$ cat src/rtl/lcd_cfah_bus_pkg.sv
// Shared types, LCD bus timing constants and cycle-conversion helpers for the CFAH1602B bus sequencer.
// LCD_CFAH_RD_SYNC_EN lengthens the E pulse to cover the read-data synchronizer.
package lcd_cfah_bus_pkg;

  typedef enum logic [2:0] {
    ST_IDLE,
    ST_SETUP,
    ST_EN_HI,
    ST_HOLD,
    ST_RECOVER,
    ST_DONE
  } state_t;

  localparam int T_AS  = 60;
  localparam int T_PW  = 480;
  localparam int T_H   = 20;
  localparam int T_CYC = 1000;

`ifdef LCD_CFAH_RD_SYNC_EN
  localparam int PW_EXT = 2;
`else
  localparam int PW_EXT = 0;
`endif

  function automatic int max2(input int a, input int b);
    return (a > b) ? a : b;
  endfunction

  function automatic int ns2cyc(input int t_ns, input int clk_ns);
    return max2(1, (t_ns + clk_ns - 1) / clk_ns);
  endfunction

  // Recovery pads the unextended E cycle out to tcycE.
  function automatic int rec_cyc(input int n_cyc, input int n_as, input int n_pw, input int n_h);
    return max2(1, n_cyc - n_as - n_pw - n_h);
  endfunction

endpackage

$ cat src/rtl/lcd_cfah_tcnt.sv
// Loadable down-counter with a registered terminal-count (zero) flag; holds at zero.
module lcd_cfah_tcnt #(
  parameter int W = 6
) (
  input  logic         clk,
  input  logic         rst_n,
  input  logic         load,
  input  logic [W-1:0] load_val,
  output logic         zero
);

  logic [W-1:0] cnt;

  always_ff @(posedge clk or negedge rst_n) begin
    if (!rst_n) begin
      cnt  <= '0;
      zero <= 1'b1;
    end else if (load) begin
      cnt  <= load_val;
      zero <= (load_val == '0);
    end else if (cnt != '0) begin
      cnt  <= cnt - W'(1);
      zero <= (cnt == W'(1));
    end
  end

endmodule

$ cat src/rtl/lcd_cfah_bus_ctrl.sv
// One-shot RS/RW/E bus cycle for an HD44780-style LCD; outputs registered from the next state.
// States: IDLE wait start | SETUP addr setup | EN_HI E high | HOLD addr/data hold | RECOVER tcycE pad | DONE done pulse. Macro: LCD_CFAH_RD_SYNC_EN.
module lcd_cfah_bus_ctrl
  import lcd_cfah_bus_pkg::*;
#(
  parameter int   G_CLK_PERIOD_NS      = 20,
  parameter logic G_BIDIR_SEL_POLARITY = 1'b1
) (
  input  logic       clk,
  input  logic       rst_n,
  input  logic [7:0] i_wdata,
  input  logic [7:0] i_lcd_data,
  input  logic       i_rs,
  input  logic       i_rw,
  input  logic       i_start,
  output logic [7:0] o_lcd_wdata,
  output logic [7:0] o_lcd_rdata,
  output logic       o_lcd_rw,
  output logic       o_lcd_en,
  output logic       o_lcd_rs,
  output logic       o_bidir_sel,
  output logic       o_done
);

  localparam int N_AS  = ns2cyc(T_AS, G_CLK_PERIOD_NS);
  localparam int N_PW  = ns2cyc(T_PW, G_CLK_PERIOD_NS);
  localparam int N_H   = ns2cyc(T_H, G_CLK_PERIOD_NS);
  localparam int N_CYC = ns2cyc(T_CYC, G_CLK_PERIOD_NS);
  localparam int N_REC = rec_cyc(N_CYC, N_AS, N_PW, N_H);
  localparam int N_EN  = N_PW + PW_EXT;
  localparam int N_MAX = max2(max2(N_AS, N_EN), max2(N_H, N_REC));
  localparam int CNT_W = $clog2(N_MAX) + 1;

  localparam logic [CNT_W-1:0] LD_AS  = CNT_W'(N_AS - 1);
  localparam logic [CNT_W-1:0] LD_EN  = CNT_W'(N_EN - 1);
  localparam logic [CNT_W-1:0] LD_H   = CNT_W'(N_H - 1);
  localparam logic [CNT_W-1:0] LD_REC = CNT_W'(N_REC - 1);

  localparam logic BIDIR_ON  = G_BIDIR_SEL_POLARITY;
  localparam logic BIDIR_OFF = ~G_BIDIR_SEL_POLARITY;

  state_t           state_q, state_d;
  logic             cnt_load;
  logic [CNT_W-1:0] cnt_val;
  logic             cnt_zero;
  logic             rw_lat, rw_lat_d;
  logic             accept, drive_phase, capture;
  logic [7:0]       rd_sample;
  logic [7:0]       wdata_d;
  logic             rs_d, rw_d, en_d, bidir_d, done_d;

  lcd_cfah_tcnt #(.W(CNT_W)) u_tcnt (
    .clk      (clk),
    .rst_n    (rst_n),
    .load     (cnt_load),
    .load_val (cnt_val),
    .zero     (cnt_zero)
  );

`ifdef LCD_CFAH_RD_SYNC_EN
  logic [7:0] rd_meta, rd_sync;

  always_ff @(posedge clk or negedge rst_n) begin
    if (!rst_n) begin
      rd_meta <= '0;
      rd_sync <= '0;
    end else begin
      rd_meta <= i_lcd_data;
      rd_sync <= rd_meta;
    end
  end

  assign rd_sample = rd_sync;
`else
  assign rd_sample = i_lcd_data;
`endif

  always_ff @(posedge clk or negedge rst_n) begin
    if (!rst_n) state_q <= ST_IDLE;
    else        state_q <= state_d;
  end

  always_comb begin
    state_d  = state_q;
    cnt_load = 1'b0;
    cnt_val  = '0;
    case (state_q)
      ST_IDLE: if (i_start) begin
        state_d  = ST_SETUP;
        cnt_load = 1'b1;
        cnt_val  = LD_AS;
      end
      ST_SETUP: if (cnt_zero) begin
        state_d  = ST_EN_HI;
        cnt_load = 1'b1;
        cnt_val  = LD_EN;
      end
      ST_EN_HI: if (cnt_zero) begin
        state_d  = ST_HOLD;
        cnt_load = 1'b1;
        cnt_val  = LD_H;
      end
      ST_HOLD: if (cnt_zero) begin
        state_d  = ST_RECOVER;
        cnt_load = 1'b1;
        cnt_val  = LD_REC;
      end
      ST_RECOVER: if (cnt_zero) begin
        state_d  = ST_DONE;
        cnt_load = 1'b1;
      end
      ST_DONE: state_d = ST_IDLE;
      default: state_d = ST_IDLE;
    endcase
  end

  // o_lcd_rs and o_lcd_wdata double as the request latches, so they simply hold outside acceptance.
  always_comb begin
    accept      = (state_q == ST_IDLE) && i_start;
    rw_lat_d    = accept ? i_rw : rw_lat;
    rs_d        = accept ? i_rs : o_lcd_rs;
    wdata_d     = (accept && !i_rw) ? i_wdata : o_lcd_wdata;
    drive_phase = (state_d == ST_SETUP) || (state_d == ST_EN_HI) || (state_d == ST_HOLD);
    rw_d        = drive_phase && rw_lat_d;
    en_d        = (state_d == ST_EN_HI);
    bidir_d     = (drive_phase && !rw_lat_d) ? BIDIR_ON : BIDIR_OFF;
    done_d      = (state_d == ST_DONE);
    capture     = (state_q == ST_EN_HI) && cnt_zero && rw_lat;
  end

  always_ff @(posedge clk or negedge rst_n) begin
    if (!rst_n) begin
      rw_lat      <= 1'b0;
      o_lcd_rs    <= 1'b0;
      o_lcd_rw    <= 1'b0;
      o_lcd_en    <= 1'b0;
      o_lcd_wdata <= '0;
      o_lcd_rdata <= '0;
      o_bidir_sel <= BIDIR_OFF;
      o_done      <= 1'b0;
    end else begin
      rw_lat      <= rw_lat_d;
      o_lcd_rs    <= rs_d;
      o_lcd_rw    <= rw_d;
      o_lcd_en    <= en_d;
      o_lcd_wdata <= wdata_d;
      o_bidir_sel <= bidir_d;
      o_done      <= done_d;
      if (capture) o_lcd_rdata <= rd_sample;
    end
  end

endmodule

$ cat config.mk
export PLATFORM = sky130hd
export DESIGN_NAME = lcd_cfah_bus_ctrl
export DESIGN_NICKNAME = d
export VERILOG_FILES = /design/src/rtl/lcd_cfah_bus_pkg.sv /design/src/rtl/lcd_cfah_tcnt.sv /design/src/rtl/lcd_cfah_bus_ctrl.sv
export SDC_FILE = /design/constraint.sdc
export NUM_CORES = 1
export LEC_CHECK = 0
export ABC_AREA = 1
export CORE_ASPECT_RATIO = 0.6
export CORE_UTILIZATION = 47
export DETAILED_ROUTE_END_ITERATION = 16
export PLACE_DENSITY = 0.79
export SETUP_SLACK_MARGIN = 0.15
export SYNTH_ARGS = -nofsm -noshare
export SYNTH_HDL_FRONTEND = slang
export SYNTH_SLANG_ARGS = --single-unit
export TNS_END_PERCENT = 100
$ cat constraint.sdc
create_clock -name clk -period 1.95 [get_ports clk]
set_clock_uncertainty 0.15 [all_clocks]
set_input_delay 0.4875 -clock clk [delete_from_list [all_inputs] [get_ports clk]]
set_output_delay 0.4875 -clock clk [all_outputs]
set_load 0.005 [all_outputs]
==> results.json <==
{
  "route.vias.total": 1259,
  "syn-mean-instance-area_sq_um": 8.685,
  "clk_transition_reported_paths_ps": 60,
  "drc_errors": 0,
  "clock_tree_sinks": 32,
  "wirelength_microns": 3254,
  "timing_max_transition_violations_final": 0,
  "use_met3": 0.08186,
  "met2_usage": 0.3455,
  "dp_hpwl_microns": 2412,
  "hold_violations": 0,
  "finalSetupViolations": 0,
  "gr-usage-met1": 0.2781,
  "cap_violations": 0,
  "fp.dieH_microns": 45.42,
  "viasPerCell": 4.787,
  "yosys-top-cells-area": "sky130_fd_sc_hd__dfrtp_1 53%, sky130_fd_sc_hd__nand2_1 11%, sky130_fd_sc_hd__o21ai_1 6.8%, sky130_fd_sc_hd__inv_1 5.8%, sky130_fd_sc_hd__nand3_1 3.1%",
  "critical_path_buf_inv_count": 1,
  "cts_max_level": 2,
  "area.growth.synth_to_final_pct": 40.93,
  "cts_tree": "built",
  "die_width_microns": 74.36,
  "busiest_layer": "met2",
  "fmax_mhz": 570.1,
  "finalNonFillerCells": 263,
  "worst_setup_path_start_kind": "flip-flop",
  "rsz0062_at_grt": "yes",
  "mappedNetlistArea_sq_um": 1476,
  "worstSetupPathType": "flip-flop to output port",
  "detail_route.iter0.violations": 70,
  "mostFrequentLayoutCells": "45 x sky130_fd_sc_hd__nand2_1, 31 x sky130_fd_sc_hd__dfrtp_1, 27 x sky130_fd_sc_hd__clkdlybuf4s50_1",
  "netlist_instances": 170,
  "synth.yosys.seq_area_share": 0.5432,
  "die-area_sq_um": 3377,
  "mappedNetlistNets": 193,
  "grt_start_max_net_pins": 33,
  "drive_above_1_share": 0.1176,
  "tightestPinTransition_ps": 316.7,
  "pin_count": 42,
  "grt_overflow_total": 0,
  "drt-wirelength-per-cell_microns": 12.37,
  "hold_buffers": 0,
  "post-route-worst-setup-slack_ps": 195.9,
  "place.detailed.instances": 254,
  "final_common_cell": "sky130_fd_sc_hd__nand2_1",
  "critical_path.endpoint_type": "output port",
  "antenna_cells": 0,
  "slew_headroom": 0.7873,
  "grt_first_pass_wirelength_microns": 5250,
  "preCtsSetupSlack_ps": 24.28,
  "finalWorstPathRequiredPeriod_ps": 1754,
  "clk-insertion-delay-late_ps": 280,
  "clock_tree.root_cell": "sky130_fd_sc_hd__clkbuf_8",
  "cts_max_path_buffers": 2,
  "standard_cell_with_the_maximum_stage_delay_on_the_critical_path": "sky130_fd_sc_hd__clkdlybuf4s50_1",
  "ant_nets": 0,
  "drt_pass1_iterations": 4,
  "critical_path_arrival_ps": 1120,
  "yosys_register_bits": 32,
  "run_status": "finished clean",
  "via_count_of_the_first_global_routing_pass": 1160,
  "global_route.usage.total": 0.2189,
  "path_max_fanout": 2,
  "final.hold.worst_slack_ps": 340.1,
  "synth_warnings": 0,
  "pwr_density_cell_nw_per_um2": 597.2,
  "worstPathRequired_ps": 1310,
  "ys_types": 25,
  "start_util": 0.5043,
  "tns_ps": 0,
  "num-nets-final": 243,
  "antenna_found_initial": 0,
  "synth_top_cell_area_share": 0.5254,
  "floorplan.rows": 15,
  "power.ir.vdd_worst_v": 0.0004052,
  "design.core.area_sq_um": 2928,
  "crit_path_max_incr_delay_ps": 500,
  "finalCritPeriodShare": 0.8995,
  "hold_path_class": "flip-flop to flip-flop",
  "largest_area_contributor_in_the_synthesized_netlist": "sky130_fd_sc_hd__dfrtp_1",
  "cts_inserted_buffers": 5,
  "path_delay_family": "buffers and inverters",
  "standby_leakage_power_nw": 1.238,
  "numPortBuffers": 41,
  "place.gp.congestion": 0.8054,
  "ordered_cell_list_for_the_critical_path": "clkdlybuf4s50_1"
}
-- stage by stage --
stage / util / power (mW) / area, sq um
5_1_grt: 0.7107 / 1.291 / 2081
2_1_floorplan: - / 0.6995 / 1476
3_5_place_dp: 0.6701 / 0.7799 / 1962
4_1_cts: 0.6996 / 1.257 / 2048
3_3_place_gp: 0.6701 / 0.7762 / 1962
6_report: 0.7107 / 1.243 / 2081
-- final timing paths --
path	slack [ps]	to	start	cells past startpoint
worst max-delay path	200	o_lcd_rdata[7]	o_lcd_rdata[7]$_DFFE_PN0P_	1
worst min-delay path	340	o_lcd_wdata[5]$_DFFE_PN0P_	o_lcd_wdata[5]$_DFFE_PN0P_	2
worst max register to register	290	u_tcnt.cnt[1]$_DFFE_PN0P_	u_tcnt.cnt[0]$_DFFE_PN0P_	7
worst min register to register	340	o_lcd_wdata[5]$_DFFE_PN0P_	o_lcd_wdata[5]$_DFFE_PN0P_	2
max in group asynchronous	990	u_tcnt.zero$_DFFE_PN1P_	rst_n	2
min in group asynchronous	420	o_lcd_rdata[0]$_DFFE_PN0P_	rst_n	2
-- layer usage --
layer | up-vias | wire [microns]
met1 | 578 | 1557
met5 | - | 0
met2 | 47 | 1455
met4 | 0 | 47
li1 | 625 | -
met3 | 9 | 194
-- cells in the mapped netlist --
library cell,instances
sky130_fd_sc_hd__buf_6,1
sky130_fd_sc_hd__o21ai_1,20
sky130_fd_sc_hd__buf_1,1
sky130_fd_sc_hd__nor4_1,1
sky130_fd_sc_hd__nor2_1,12
sky130_fd_sc_hd__nand3_2,1
sky130_fd_sc_hd__dfrtp_1,31
sky130_fd_sc_hd__nor4_4,1
sky130_fd_sc_hd__nand2_1,45
sky130_fd_sc_hd__inv_2,5
sky130_fd_sc_hd__nor2_2,2
sky130_fd_sc_hd__buf_2,1
sky130_fd_sc_hd__a21oi_1,1
sky130_fd_sc_hd__nand3_1,9
sky130_fd_sc_hd__inv_1,23
sky130_fd_sc_hd__ha_1,2
sky130_fd_sc_hd__nor3_1,1
sky130_fd_sc_hd__nand3_4,1
sky130_fd_sc_hd__nand2_2,2
sky130_fd_sc_hd__nand4_1,2
sky130_fd_sc_hd__o21ai_0,1
sky130_fd_sc_hd__nor2_4,1
sky130_fd_sc_hd__xor2_1,4
sky130_fd_sc_hd__dfstp_2,1
sky130_fd_sc_hd__mux2_1,1
-- sequential cells by signal, summed over array words and instances (netlist names) --
name	flops
o_lcd_rdata	8
o_lcd_wdata	8
u_tcnt.cnt	6
state_q	3
o_bidir_sel	1
o_done	1
o_lcd_en	1
o_lcd_rs	1
o_lcd_rw	1
rw_lat	1
u_tcnt.zero	1
-- cell families after synthesis --
family                     synth area share
adders and majority gates           0.01695
DFF                                  0.5432
xor gates and xnor gates            0.02373
muxes                              0.007627
and+or+nand+nor                      0.2491
buffers and inverters               0.08474
AOI/OAI and AO/OA                   0.07457
-- cell type report --
cell class	count	area, sq um
fillers	216	847.1
flip-flops and latches	32	802.0
inverters	28	105.1
well taps	42	52.55
multi-input cells	107	551.8
clock inverters	1	5.005
repair buffers	46	488.0
clock buffers	7	76.32
-- what timing repair did --
item / 4_1_cts / 5_1_grt
gates resized for setup: 2 / 13
gates cloned: 0 / 0
buffers inserted: 1 / 0
setup endpoints to repair: 3 / 14
-- where the power goes --
part           switching (mW)  internal, mW
clock network           0.229         0.250
logic                  0.0312        0.0556
registers             0.00426         0.672
Power figures use the tool's default switching activity.
